## config.mk

```make
export PLATFORM = sky130hd
export DESIGN_NAME = keypad_scanner
export DESIGN_NICKNAME = d
export VERILOG_FILES = /design/src/rtl/keypad_pkg.sv /design/src/rtl/sync2.sv /design/src/rtl/keypad_scanner.sv
export SDC_FILE = /design/constraint.sdc
export NUM_CORES = 1
export LEC_CHECK = 0
export ABC_AREA = 1
export BUFFER_PORTS_ARGS = -buffer_cell sky130_fd_sc_hd__buf_2
export CORE_UTILIZATION = 25
export DETAILED_ROUTE_END_ITERATION = 16
export GPL_TIMING_DRIVEN = 0
export PLACE_DENSITY = 0.36
export SYNTH_ARGS = -nofsm -noshare
export SYNTH_HDL_FRONTEND = slang
export SYNTH_SLANG_ARGS = --single-unit
```

## constraint.sdc

```tcl
create_clock -name clk -period 2.15 [get_ports clk]
set_input_delay 0 -clock clk [delete_from_list [all_inputs] [get_ports clk]]
set_output_delay 0 -clock clk [all_outputs]
set_load 0.01 [all_outputs]
```

## src/rtl/keypad_pkg.sv

```systemverilog
// Shared definitions for the 4x4 keypad scanner: FSM states, key codes and the
// row/column to key-code table.
package keypad_pkg;

   typedef enum logic [1:0] {
      ST_SCAN,
      ST_DEBOUNCE,
      ST_HELD,
      ST_RELEASE
   } state_t;

   localparam logic [3:0] KEY_A    = 4'd10;
   localparam logic [3:0] KEY_B    = 4'd11;
   localparam logic [3:0] KEY_C    = 4'd12;
   localparam logic [3:0] KEY_D    = 4'd13;
   localparam logic [3:0] KEY_STAR = 4'd14;
   localparam logic [3:0] KEY_HASH = 4'd15;

   // Indexed [row][column]; row = LINE bit driven low, column = COLLUMMN bit low.
   localparam logic [3:0] KEY_MAP [4][4] = '{
      '{4'd1,     4'd2, 4'd3,     KEY_A},
      '{4'd4,     4'd5, 4'd6,     KEY_B},
      '{4'd7,     4'd8, 4'd9,     KEY_C},
      '{KEY_STAR, 4'd0, KEY_HASH, KEY_D}
   };

   // Lowest active-low column wins when several are pressed together.
   function automatic logic [1:0] lowest_col(input logic [3:0] cols);
      logic [1:0] idx;
      idx = 2'd3;
      if (!cols[0])
         idx = 2'd0;
      else if (!cols[1])
         idx = 2'd1;
      else if (!cols[2])
         idx = 2'd2;
      return idx;
   endfunction

endpackage

```

## src/rtl/sync2.sv

```systemverilog
// Two-flop synchronizer for asynchronous inputs; reset value selectable so that
// idle (pulled-up) lines come out of reset inactive.
module sync2 #(
   parameter int               WIDTH   = 4,
   parameter logic [WIDTH-1:0] RST_VAL = '1
) (
   input  logic             clk,
   input  logic             rst,
   input  logic [WIDTH-1:0] i_d,
   output logic [WIDTH-1:0] o_q
);

   logic [WIDTH-1:0] r_meta;
   logic [WIDTH-1:0] r_sync;

   always_ff @(posedge clk or posedge rst) begin
      if (rst) begin
         r_meta <= RST_VAL;
         r_sync <= RST_VAL;
      end else begin
         r_meta <= i_d;
         r_sync <= r_meta;
      end
   end

   assign o_q = r_sync;

endmodule

```

## src/rtl/keypad_scanner.sv

```systemverilog
// 4x4 matrix keypad scanner: rotates an active-low row strobe, debounces press and
// release on the synchronized columns, and reports one pulse per accepted key.
module keypad_scanner
   import keypad_pkg::*;
#(
   parameter int SCAN_DIV        = 5000,
   parameter int DEBOUNCE_CYCLES = 100000
) (
   input  logic       clk,
   input  logic       rst,
   output logic [3:0] LINE,
   input  logic [3:0] COLLUMMN,
   output logic [3:0] key_code,
   output logic       key_valid,
   output logic       key_held
);

   localparam int DIV_W = (SCAN_DIV > 1) ? $clog2(SCAN_DIV) : 1;
   localparam int CNT_W = $clog2(DEBOUNCE_CYCLES + 1);

   localparam logic [DIV_W-1:0] DIV_LAST = DIV_W'(SCAN_DIV - 1);
   localparam logic [CNT_W-1:0] CNT_LAST = CNT_W'(DEBOUNCE_CYCLES - 1);
   localparam logic [CNT_W-1:0] CNT_MAX  = CNT_W'(DEBOUNCE_CYCLES);

   logic [3:0]       w_col_s;
   logic             w_any_low;
   logic             w_match;
   logic [1:0]       w_col_idx;

   state_t           r_state;
   logic [DIV_W-1:0] r_div;
   logic [CNT_W-1:0] r_cnt;
   logic [3:0]       r_line;
   logic [1:0]       r_row;
   logic [3:0]       r_cap;
   logic [3:0]       r_code;
   logic             r_valid;
   logic             r_held;

   state_t           w_state_next;
   logic [DIV_W-1:0] w_div_next;
   logic [CNT_W-1:0] w_cnt_next;
   logic [3:0]       w_line_next;
   logic [1:0]       w_row_next;
   logic [3:0]       w_cap_next;
   logic [3:0]       w_code_next;
   logic             w_valid_next;
   logic             w_held_next;
   logic [CNT_W-1:0] w_cnt_inc;

   sync2 #(
      .WIDTH   (4),
      .RST_VAL (4'b1111)
   ) u_col_sync (
      .clk (clk),
      .rst (rst),
      .i_d (COLLUMMN),
      .o_q (w_col_s)
   );

   assign w_any_low = (w_col_s != 4'b1111);
   assign w_match   = (w_col_s == r_cap);
   assign w_col_idx = lowest_col(r_cap);
   assign w_cnt_inc = (r_cnt == CNT_MAX) ? r_cnt : r_cnt + CNT_W'(1);

   always_ff @(posedge clk or posedge rst) begin
      if (rst) begin
         r_state <= ST_SCAN;
         r_div   <= '0;
         r_cnt   <= '0;
         r_line  <= 4'b1110;
         r_row   <= 2'd0;
         r_cap   <= 4'b1111;
         r_code  <= 4'd0;
         r_valid <= 1'b0;
         r_held  <= 1'b0;
      end else begin
         r_state <= w_state_next;
         r_div   <= w_div_next;
         r_cnt   <= w_cnt_next;
         r_line  <= w_line_next;
         r_row   <= w_row_next;
         r_cap   <= w_cap_next;
         r_code  <= w_code_next;
         r_valid <= w_valid_next;
         r_held  <= w_held_next;
      end
   end

   always_comb begin
      w_state_next = r_state;
      w_div_next   = r_div;
      w_cnt_next   = r_cnt;
      w_line_next  = r_line;
      w_row_next   = r_row;
      w_cap_next   = r_cap;
      w_code_next  = r_code;
      w_valid_next = 1'b0;
      w_held_next  = r_held;

      case (r_state)
         ST_SCAN: begin
            // A low column freezes the row (divider included) so that the
            // key is debounced against the row that revealed it.
            if (w_any_low) begin
               w_cap_next   = w_col_s;
               w_cnt_next   = '0;
               w_state_next = ST_DEBOUNCE;
            end else if (r_div == DIV_LAST) begin
               w_div_next  = '0;
               w_line_next = {r_line[2:0], r_line[3]};
               w_row_next  = r_row + 2'd1;
            end else begin
               w_div_next = r_div + DIV_W'(1);
            end
         end

         ST_DEBOUNCE: begin
            if (!w_match) begin
               w_state_next = ST_SCAN;
            end else if (r_cnt == CNT_LAST) begin
               w_state_next = ST_HELD;
               w_code_next  = KEY_MAP[r_row][w_col_idx];
               w_valid_next = 1'b1;
               w_held_next  = 1'b1;
            end else begin
               w_cnt_next = w_cnt_inc;
            end
         end

         ST_HELD: begin
            if (!w_any_low) begin
               w_cnt_next   = '0;
               w_state_next = ST_RELEASE;
            end
         end

         ST_RELEASE: begin
            if (w_any_low) begin
               w_state_next = ST_HELD;
            end else if (r_cnt == CNT_LAST) begin
               w_state_next = ST_SCAN;
               w_held_next  = 1'b0;
            end else begin
               w_cnt_next = w_cnt_inc;
            end
         end

         default: begin
            w_state_next = ST_SCAN;
         end
      endcase
   end

   assign LINE      = r_line;
   assign key_code  = r_code;
   assign key_valid = r_valid;
   assign key_held  = r_held;

endmodule

```

==> flow_metrics.env, run 1 <==
export IMPL_routedWlPerCell_um=11.8
export IMPL_placed_area_mm2=0.00364
export IMPL_cts_repair_resized=0
export IMPL_wirelength_mm=7.77
export IMPL_num_io_pins=16
export IMPL_min_path_type="primary input to async pin"
export IMPL_vias=2804
export IMPL_worstSkewPairLatency_ns=0.31
export IMPL_drtAntennaViolNets=0
export IMPL_io_buffers=15
export IMPL_end_kind="flip-flop"
export IMPL_pwr_density_cell_mw_per_mm2=781
export IMPL_seq_area_frac_synth_pct=42.6
export IMPL_dp_slack_ns=0.211
export IMPL_rsz0062_at_grt="false"
export IMPL_drive_gt1_share_pct=11.9
export IMPL_cp_start_kind="flip-flop"
export IMPL_gp_congestion=0.783
export IMPL_die_x_um=117
export IMPL_drtIter0Drc=137
export IMPL_period_share_pct=88.4
export IMPL_fmax_ghz=0.526
export IMPL_drcViolationCount=0
export IMPL_cts_max_path_buffers=2
export IMPL_cts_made_buffers=5
export IMPL_crit_arrival_ns=2.14
export IMPL_num_rows=41
export IMPL_postCtsSetupBuffers=0
export IMPL_maxCapViolCount=0
export IMPL_finalClockSkew_ns=0.0112
export IMPL_critical_path_required_ns=2.39
export IMPL_power_uw=3000
export IMPL_grt_pass1_wl_mm=13.4
export IMPL_initial_core_util_pct=26.0
export IMPL_final_common_cell="nand2_1"
export IMPL_path_max_fanout=10
export IMPL_cts_root_buf="clkbuf_16"
export IMPL_nFillCells=1411
export IMPL_grt_use_total_pct=12.1
export IMPL_grt_max_degree=33
export IMPL_final_max_slew_viol_count=0
export IMPL_syn_nets=473
export IMPL_grt_pass1_vias=2738
export IMPL_worst_slew_pin_slew_ns=0.603
export IMPL_core_mm2=0.0128
export IMPL_maxSlewHeadroom_pct=59.7
export IMPL_viasPerCell=4.25
export IMPL_htree_levels=2
export IMPL_ys_warn_count=0
export IMPL_worst_r2r_setup_slack_ns=0.25
export IMPL_dr_pass1_iters=5
export IMPL_hold_viol=0
export IMPL_clk_pin_slew_worst_paths_ns=0.08
export IMPL_yosysUniqueCellTypes=30
export IMPL_fin_crit_ns=1.90
export IMPL_syn_inst=458
export IMPL_dieArea_mm2=0.0138
export IMPL_die_h_um=117
export IMPL_most_common_layout_cells="136 x nand2_1, 71 x inv_1, 55 x nor2_1"
export IMPL_cts_sinks=56
export IMPL_syn_area_mm2=0.00333
export IMPL_synth_seq_cells=56
export IMPL_vdd_drop_max_v=0.000388
export IMPL_diodes=0
export IMPL_layout_nets=501
export IMPL_critPathKind="flip-flop to flip-flop"
export IMPL_hpwl_mm=5.60
export IMPL_grt_ovfl_total=0
export IMPL_syn_avg_cell_area_um2=7.28
export IMPL_layout_setup_ws_ns=0.250
export IMPL_hold_buffers=5
export IMPL_cellLeakagePower_uw=0.00193
export IMPL_cts_tree="yes"
export IMPL_status="finished clean"
export IMPL_syn_to_final_growth_pct=15.3
export IMPL_antenna_found_initial=0
export IMPL_final_cell_area_mm2=0.00384
export IMPL_setup_viol_count_final=0
layer usage:
metal / vias to the layer above / track usage [%] / wire length [um]
met4: 0 / 4.57 / 129
met1: 1277 / 16.1 / 3890
met3: 10 / 2.33 / 209
met5: - / 0 / 0
li1: 1487 / - / -
met2: 30 / 19.5 / 3550
Yosys cell counts:
| master | count | area share (%) |
|---|---|---|
| o211ai_1 | 1 | 0.23 |
| nand3_1 | 25 | 3.8 |
| nand3_4 | 1 | 0.53 |
| buf_2 | 1 | 0.15 |
| xor2_1 | 8 | 2.1 |
| inv_1 | 72 | 8.1 |
| buf_4 | 3 | 0.68 |
| nor2_8 | 1 | 0.60 |
| inv_2 | 3 | 0.34 |
| nand2_2 | 2 | 0.38 |
| nand2_4 | 1 | 0.34 |
| nand4_1 | 8 | 1.5 |
| o21ai_0 | 23 | 3.5 |
| nand3b_1 | 1 | 0.23 |
| o21bai_1 | 17 | 3.8 |
| nor2_2 | 3 | 0.56 |
| nor2_1 | 55 | 6.2 |
| o31ai_1 | 1 | 0.23 |
| a21boi_0 | 1 | 0.23 |
| ha_1 | 9 | 3.4 |
| buf_8 | 1 | 0.45 |
| nor2_4 | 1 | 0.34 |
| a21oi_1 | 16 | 2.4 |
| dfrtp_1 | 41 | 31 |
| clkbuf_1 | 1 | 0.11 |
| o21a_1 | 2 | 0.45 |
| nor3_1 | 8 | 1.2 |
| dfstp_2 | 15 | 12 |
| mux2_2 | 1 | 0.34 |
| nand2_1 | 136 | 15 |
cell families after synthesis:
family | synth area share (%)
simple gates | 30.9
buf+inv | 9.83
compound gates | 10.8
flops | 42.6
fa+ha+maj | 3.38
xor+xnor | 2.10
mux | 0.338
flip-flops by register name, summed over array words and instances, names as in the netlist:
signal	count
r_cnt	17
r_div	13
LINE	4
key_code	4
r_cap	4
u_col_sync.o_q	4
u_col_sync.r_meta	4
r_row	2
r_state	2
key_held	1
key_valid	1
path summary, 6_finish.rpt:
check,cells after the start,end,startpoint
worst max register to register,11,r_cnt[2],r_cnt[0]
min in group clk,2,u_col_sync.r_meta[0],COLLUMMN[0]
worst min register to register,0,u_col_sync.o_q[3],u_col_sync.r_meta[3]
worst min-delay path,3,r_row[1],rst
max in group asynchronous,4,r_cap[2],rst
worst max-delay path,11,r_cnt[2],r_cnt[0]
worst max-delay path: stages, from the launching register on:
cell and delay (ns):
dfrtp_1 0.41, ha_1 0.22, nand2_1 0.10, inv_1 0.07
nand2_1 0.11, nor2_1 0.08, nand3_1 0.15, nand3_4 0.19
nor2_8 0.21, buf_8 0.16, nand2_1 0.05, nand2_1 0.07
per-stage QoR:
step / util, % / setup TNS, ns / instances / hold slack (ns)
finish: 30.0 / 0 / 659 / 0.302
global route: 30.0 / 0 / 659 / 0.318
CTS: 30.0 / 0 / 659 / 0.312
detailed placement: 28.4 / 0 / 646 / 0.106
global placement: 28.3 / -8.00 / 645 / 0.105
floorplan: - / 0 / 458 / 0.00448
power breakdown:
part           switching [uW]  internal (uW)  leakage, uW
Combinational             559            270      0.00113
Sequential                103           1190     0.000723
Clock                     437            444    0.0000751
layout make-up:
cell class                      count  area (um^2)  area share (%)
Timing Repair Buffer               21          145            3.78
Buffer                              6         46.3            1.20
Multi-Input combinational cell    321         1590            41.3
Clock buffer                        5          125            3.26
Sequential cell                    56         1420            37.0
Clock inverter                      3         23.8           0.619
Tap cell                          172          215            5.60
Inverter                           75          282            7.33
Power figures use the tool's default switching activity.
==> run 2, diff against run 1 <==
--- a/config.mk
+++ b/config.mk
@@ -13,4 +13,5 @@
 export PLACE_DENSITY = 0.36
 export SYNTH_ARGS = -nofsm -noshare
 export SYNTH_HDL_FRONTEND = slang
+export SYNTH_HIERARCHICAL = 1
 export SYNTH_SLANG_ARGS = --single-unit
==> run 2 against run 1 <==
Power increased by 3.5%. Sequential share of layout area decreased by 0.65 points. Non-clock buffer count decreased by 1. Count of clock-buffer cells in the layout increased by 3. Worst setup slack improved by 0.043 ns. Register-to-register slack improved by 0.04 ns. Largest cell class unchanged.
==> flow_metrics.env, run 2 <==
export IMPL_status="finished clean"
export IMPL_synth_area_leader_cell="dfrtp_1"
export IMPL_period_share_pct=86.4
export IMPL_final_util_pct=29.7
export IMPL_die_x_um=118
export IMPL_synth_commonest_cells="160 x nand2_1, 67 x nor2_1, 55 x inv_1"
export IMPL_cts_sinks=56
export IMPL_layout_setup_ws_ns=0.293
export IMPL_clk_pin_slew_worst_paths_ns=0.08
export IMPL_drtAntennaViolNets=0
export IMPL_diodes=0
export IMPL_yosys_area_share_simple_pct=38.1
export IMPL_dieArea_mm2=0.0139
export IMPL_async_reset_ff_share_pct=100
export IMPL_finalClockSkew_ns=0.0111
export IMPL_ys_flop_type="dfrtp_1"
export IMPL_worst_slew_pin_slew_ns=0.535
export IMPL_cts_tree="yes"
export IMPL_maxSlewHeadroom_pct=64.0
export IMPL_synth_fa_ha_area_share_pct=3.34
export IMPL_yosysUniqueCellTypes=29
export IMPL_postCtsSetupBuffers=0
export IMPL_switchingPower_uw=1080
export IMPL_power_uw=3110
export IMPL_core_mm2=0.0132
export IMPL_setup_viol_count_final=0
export IMPL_grt_ovfl_total=0
export IMPL_clockPowerShare_pct=31.0
export IMPL_worst_r2r_setup_slack_ns=0.29
export IMPL_cts_repair_resized=0
export IMPL_die_h_um=118
export IMPL_routedWlPerCell_um=11.5
export IMPL_hold_viol=0
export IMPL_grt_max_degree=36
export IMPL_worstSkewPairLatency_ns=0.30
export IMPL_ys_warn_count=6
export IMPL_synth_most_common_cell="nand2_1"
export IMPL_synth_top_family_by_area="simple AND/OR/NAND/NOR gates"
export IMPL_regMostFlops="r_cnt"
export IMPL_cp_start_kind="flip-flop"
export IMPL_synth_mux_area_share_pct=0
export IMPL_pwr_density_cell_mw_per_mm2=794
export IMPL_fmax_ghz=0.538
export IMPL_vias=2841
export IMPL_worstSetupStartpoint="r_cnt[0]"
export IMPL_synth_top_area_share_pct=30.5
export IMPL_switching_share_pct=34.6
export IMPL_grt_pass1_wl_mm=13.5
export IMPL_seq_area_frac_synth_pct=42.2
export IMPL_min_path_type="primary input to async pin"
export IMPL_drive_gt1_share_pct=14.6
export IMPL_hold_buffers=5
export IMPL_viasPerCell=4.21
export IMPL_hpwl_mm=5.85
export IMPL_dp_slack_ns=0.298
export IMPL_rsz0062_at_grt="false"
export IMPL_p_comb_share_pct=28.0
export IMPL_grt_pass1_vias=2696
export IMPL_path_max_fanout=5
export IMPL_top_regs="r_cnt (17), r_div (13)"
export IMPL_synth_edf_count=0
export IMPL_critical_path_required_ns=2.33
export IMPL_cellLeakagePower_uw=0.00188
export IMPL_drcViolationCount=0
export IMPL_dr_pass1_iters=4
export IMPL_drtIter0Drc=91
export IMPL_final_common_cell="nand2_1"
export IMPL_syn_inst=470
export IMPL_synth_compound_area_share_pct=4.94
export IMPL_final_max_slew_viol_count=0
export IMPL_layout_nets=513
export IMPL_crit_arrival_ns=2.04
export IMPL_fin_crit_ns=1.86
export IMPL_seqPwrFrac_pct=41.0
export IMPL_syn_avg_cell_area_um2=7.16
export IMPL_finalSetupTns_ns=0
export IMPL_vdd_drop_max_v=0.000367
export IMPL_gp_congestion=0.793
export IMPL_end_kind="flip-flop"
export IMPL_cts_max_path_buffers=2
export IMPL_antenna_found_initial=0
export IMPL_syn_nets=485
export IMPL_num_io_pins=16
export IMPL_initial_core_util_pct=25.5
export IMPL_largest_reg_flops=17
export IMPL_ys_top_cells_by_area="dfrtp_1 30%, nand2_1 18%, dfstp_2 12%, nor2_1 7.5%, inv_1 6.1%"
export IMPL_cts_root_buf="clkbuf_16"
export IMPL_synthXorXnorAreaFrac_pct=2.86
export IMPL_syn_area_mm2=0.00337
export IMPL_num_rows=42
export IMPL_io_buffers=15
export IMPL_syn_to_final_growth_pct=16.2
export IMPL_holdWs_ns=0.219
export IMPL_most_common_layout_cells="160 x nand2_1, 67 x nor2_1, 54 x inv_1"
export IMPL_timing_rr_start="r_cnt[0]"
export IMPL_maxCapViolCount=0
export IMPL_synth_seq_cells=56
export IMPL_htree_levels=2
export IMPL_cts_made_buffers=5
export IMPL_nFillCells=1437
export IMPL_wirelength_mm=7.78
export IMPL_critPathKind="flip-flop to flip-flop"
export IMPL_grt_use_total_pct=12.1
export IMPL_p_int_uw=2030
run 2: cell count changes after synthesis, moves of 4 or more:
cell,change
a21oi_1,-6
inv_1,-17
o21ai_0,-10
o21bai_1,-15
nor2_1,+12
o21ai_1,+4
nand4_1,+8
inv_2,+5
nand3_1,-6
nand2_2,+11
nand2_1,+24
run 2: final cells by class:
cell class                      count  area (um^2)  area share, %
Multi-Input combinational cell    345         1660           42.4
Sequential cell                    56         1420           36.3
Inverter                           64          243           6.21
Tap cell                          176          220           5.63
Clock buffer                        8          179           4.57
Timing Repair Buffer               21          145           3.71
Buffer                              5         45.0           1.15
run 2: power by group through the flow:
stage	Sequential (uW)	Combinational, uW	Clock, uW
2_1_floorplan	1270	656	0
3_3_place_gp	1300	878	0
3_5_place_dp	1290	881	0
4_1_cts	1270	887	1020
5_1_grt	1290	1010	1050
6_report	1270	870	964
run 2: cells by family (layout without fill, tap and decap cells):
kind of cell | after synthesis | count (layout)
simple gates | 295 | 295
buf+inv | 69 | 98
flops | 56 | 56
compound gates | 30 | 30
xor+xnor | 11 | 11
fa+ha+maj | 9 | 9
run 2: metal layers:
| layer | track usage [%] | share of wire, % |
|---|---|---|
| met1 | 16.8 | 52 |
| met2 | 18.7 | 44 |
| met3 | 2.52 | 2.6 |
| met4 | 4.25 | 1.1 |
| met5 | 0 | 0 |
run 2: path summary, 6_finish.rpt:
| kind | to | depth (start not counted) |
|---|---|---|
| setup / recovery | key_code[3] | 8 |
| hold / removal | LINE[0] | 3 |
| setup reg to reg | key_code[3] | 8 |
| hold reg to reg | u_col_sync/o_q[2] | 0 |
| max in group asynchronous | r_cap[2] | 4 |
| min in group clk | u_col_sync/r_meta[1] | 2 |
run 2: per-stage QoR:
step | cells | area [um^2]
after floorplan | 470 | 3370
after CTS | 675 | 3910
final | 675 | 3910
after detailed placement | 662 | 3680
after global routing | 675 | 3910
after global placement | 661 | 3660
run 2: worst max-delay path, stage by stage (launching register included):
cell	delay [ns]
dfrtp_1	0.42
ha_1	0.26
nand2_2	0.12
nor2_1	0.16
nand2_1	0.11
nor2_1	0.29
nand2_1	0.20
nor2_1	0.12
nor2_1	0.05
==> run 3, diff against run 2 <==
--- a/config.mk
+++ b/config.mk
@@ -10,7 +10,7 @@
 export CORE_UTILIZATION = 25
 export DETAILED_ROUTE_END_ITERATION = 16
 export GPL_TIMING_DRIVEN = 0
-export PLACE_DENSITY = 0.36
+export PLACE_DENSITY = 0.38
 export SYNTH_ARGS = -nofsm -noshare
 export SYNTH_HDL_FRONTEND = slang
 export SYNTH_HIERARCHICAL = 1
==> constraint.sdc (replaced) <==
create_clock -name clk -period 1.69 [get_ports clk]
set_input_delay 0 -clock clk [delete_from_list [all_inputs] [get_ports clk]]
set_output_delay 0 -clock clk [all_outputs]
set_load 0.01 [all_outputs]
==> run 3 against run 2 <==
Final area up 4.4%. Non-clock buffer count increased by 13. Count of clock-buffer cells in the layout down 2. Final cell count up 1.9%. Die area unchanged. Sequential cell count is the same. Hold slack improved by 0.010 ns. Clock skew shrank 0.0069 ns. Via count up 2.0%. Critical endpoint is now r_cnt[16]. Critical path depth down 1.
==> flow_metrics.env, run 3 (synthesis gave the netlist of run 2 again) <==
export IMPL_switching_share_pct=35.6
export IMPL_syn_to_final_growth_pct=21.3
export IMPL_maxCapViolCount=0
export IMPL_cp_start_kind="flip-flop"
export IMPL_rsz0062_at_grt="true"
export IMPL_final_max_slew_viol_count=0
export IMPL_hold_viol=0
export IMPL_antenna_found_initial=0
export IMPL_pwr_density_cell_mw_per_mm2=967
export IMPL_layout_nets=526
export IMPL_cts_tree="yes"
export IMPL_grt_pass1_vias=2794
export IMPL_fmax_ghz=0.615
export IMPL_cpPeakStageDelay_ns=0.58
export IMPL_drtAntennaViolNets=0
export IMPL_period_share_pct=96.2
export IMPL_num_io_pins=16
export IMPL_grt_use_total_pct=12.0
export IMPL_cpMostUsedCell="nand2_2"
export IMPL_critical_path_cell_chain="nand4_1 > a21oi_4 > nand2_4 > nor2_8 > buf_12 > nand2_2 > nand2_2"
export IMPL_viasPerCell=4.21
export IMPL_clk_pin_slew_worst_paths_ns=0.07
export IMPL_seqPwrFrac_pct=40.7
export IMPL_crit_arrival_ns=1.86
export IMPL_setup_viol_count_final=0
export IMPL_vdd_drop_max_v=0.000372
export IMPL_largest_reg_flops=17
export IMPL_dr_pass1_iters=4
export IMPL_drive_gt1_share_pct=20.7
export IMPL_core_mm2=0.0132
export IMPL_cp_num_buf_inv=1
export IMPL_path_delay_family="flip-flops"
export IMPL_diodes=0
export IMPL_hpwl_mm=5.74
export IMPL_status="finished clean"
export IMPL_top_regs="r_cnt (17), r_div (13)"
export IMPL_cellLeakagePower_uw=0.00196
export IMPL_initial_core_util_pct=25.5
export IMPL_switchingPower_uw=1410
export IMPL_worst_slew_pin_slew_ns=0.539
export IMPL_grt_pass1_wl_mm=13.6
export IMPL_gp_congestion=0.774
export IMPL_cts_made_buffers=5
export IMPL_io_buffers=15
export IMPL_drtIter0Drc=102
export IMPL_p_comb_share_pct=32.1
export IMPL_layout_setup_ws_ns=0.0649
export IMPL_critPathKind="flip-flop to flip-flop"
export IMPL_num_rows=42
export IMPL_dieArea_mm2=0.0139
export IMPL_htree_levels=2
export IMPL_finalClockSkew_ns=0.00418
export IMPL_finalSetupTns_ns=0
export IMPL_most_common_layout_cells="155 x nand2_1, 57 x nor2_1, 53 x inv_1"
export IMPL_dp_slack_ns=-0.213
export IMPL_cts_sinks=56
export IMPL_routedWlPerCell_um=11.5
export IMPL_die_x_um=118
export IMPL_p_int_uw=2540
export IMPL_slowest_stage="dfstp_2"
export IMPL_drcViolationCount=0
export IMPL_wirelength_mm=7.88
export IMPL_final_common_cell="nand2_1"
export IMPL_path_max_fanout=10
export IMPL_maxSlewHeadroom_pct=64.1
export IMPL_fin_crit_ns=1.63
export IMPL_regMostFlops="r_cnt"
export IMPL_worstSkewPairLatency_ns=0.29
export IMPL_grt_max_degree=36
export IMPL_critical_path_required_ns=1.92
export IMPL_min_path_type="primary input to async pin"
export IMPL_power_uw=3950
export IMPL_grt_ovfl_total=0
export IMPL_clockPowerShare_pct=27.2
export IMPL_end_kind="flip-flop"
export IMPL_die_h_um=118
export IMPL_cts_root_buf="clkbuf_16"
export IMPL_vias=2898
export IMPL_cts_max_path_buffers=2
run 3: changes by cell type in the layout (fill, tap and decap cells not counted), sizes merged:
cell	before	now
clkbuf	9	7
clkinv	0	2
buf	20	33
run 3: routing by layer:
layer | GRT usage [%] | part of all wire [%] | vias to the layer above
li1 | - | - | 1535
met1 | 16.1 | 50 | 1332
met2 | 20.1 | 47 | 29
met3 | 2.37 | 2.3 | 2
met4 | 2.16 | 0.65 | 0
met5 | 0 | 0 | -
run 3: final cells by class:
cell class / count / area, um^2
Timing Repair Buffer: 34 / 255
Fill cell: 1441 / 9110
Clock buffer: 6 / 139
Buffer: 5 / 51.3
Sequential cell: 56 / 1420
Clock inverter: 2 / 10.0
Inverter: 64 / 248
Multi-Input combinational cell: 345 / 1740
Tap cell: 176 / 220
run 3: timing repair:
| action | CTS | global route |
|---|---|---|
| hold buffers | 5 | 0 |
| hold endpoints to repair | 25 | 0 |
| buffers inserted | 5 | 8 |
| endpoints found under the setup margin | 24 | 29 |
| pin swaps | 2 | 2 |
| resized for setup | 9 | 22 |
run 3: power by group through the flow:
stage / combinational [uW] / sequential, uW / clock (uW)
final: 1270 / 1610 / 1070
after global routing: 1430 / 1630 / 1170
after CTS: 1230 / 1610 / 1130
after detailed placement: 1100 / 1650 / 0
after global placement: 1110 / 1650 / 0
after floorplan: 835 / 1610 / 0
run 3: worst reg2reg max path, cell delays in order (launching register included):
cell and delay [ns]:
dfstp_2 0.58, nand4_1 0.21, a21oi_4 0.27, nand2_4 0.09
nor2_8 0.14, buf_12 0.16, nand2_2 0.06, nand2_2 0.05
run 3: final timing paths:
| check | depth (start not counted) | start | slack [ns] | end |
|---|---|---|---|---|
| worst max-delay path | 7 | u_col_sync/o_q[3] | 0.06 | r_cnt[16] |
| worst min-delay path | 3 | rst | 0.23 | r_div[8] |
| worst max register to register | 7 | u_col_sync/o_q[3] | 0.06 | r_cnt[16] |
| worst min register to register | 0 | u_col_sync/r_meta[0] | 0.36 | u_col_sync/o_q[0] |
| max in group asynchronous | 4 | rst | 0.90 | r_cap[2] |
| min in group clk | 2 | COLLUMMN[2] | 0.35 | u_col_sync/r_meta[2] |
run 3: through the flow:
stage               utilization (%)  hold slack, ns  cell area, um^2  cells
detailed placement             27.9        -0.00105             3680    662
global placement               27.8           0.105             3660    661
global route                   31.0           0.264             4080    688
CTS                            30.1           0.227             3960    680
floorplan                         -         0.00448             3370    470
finish                         31.0           0.229             4080    688
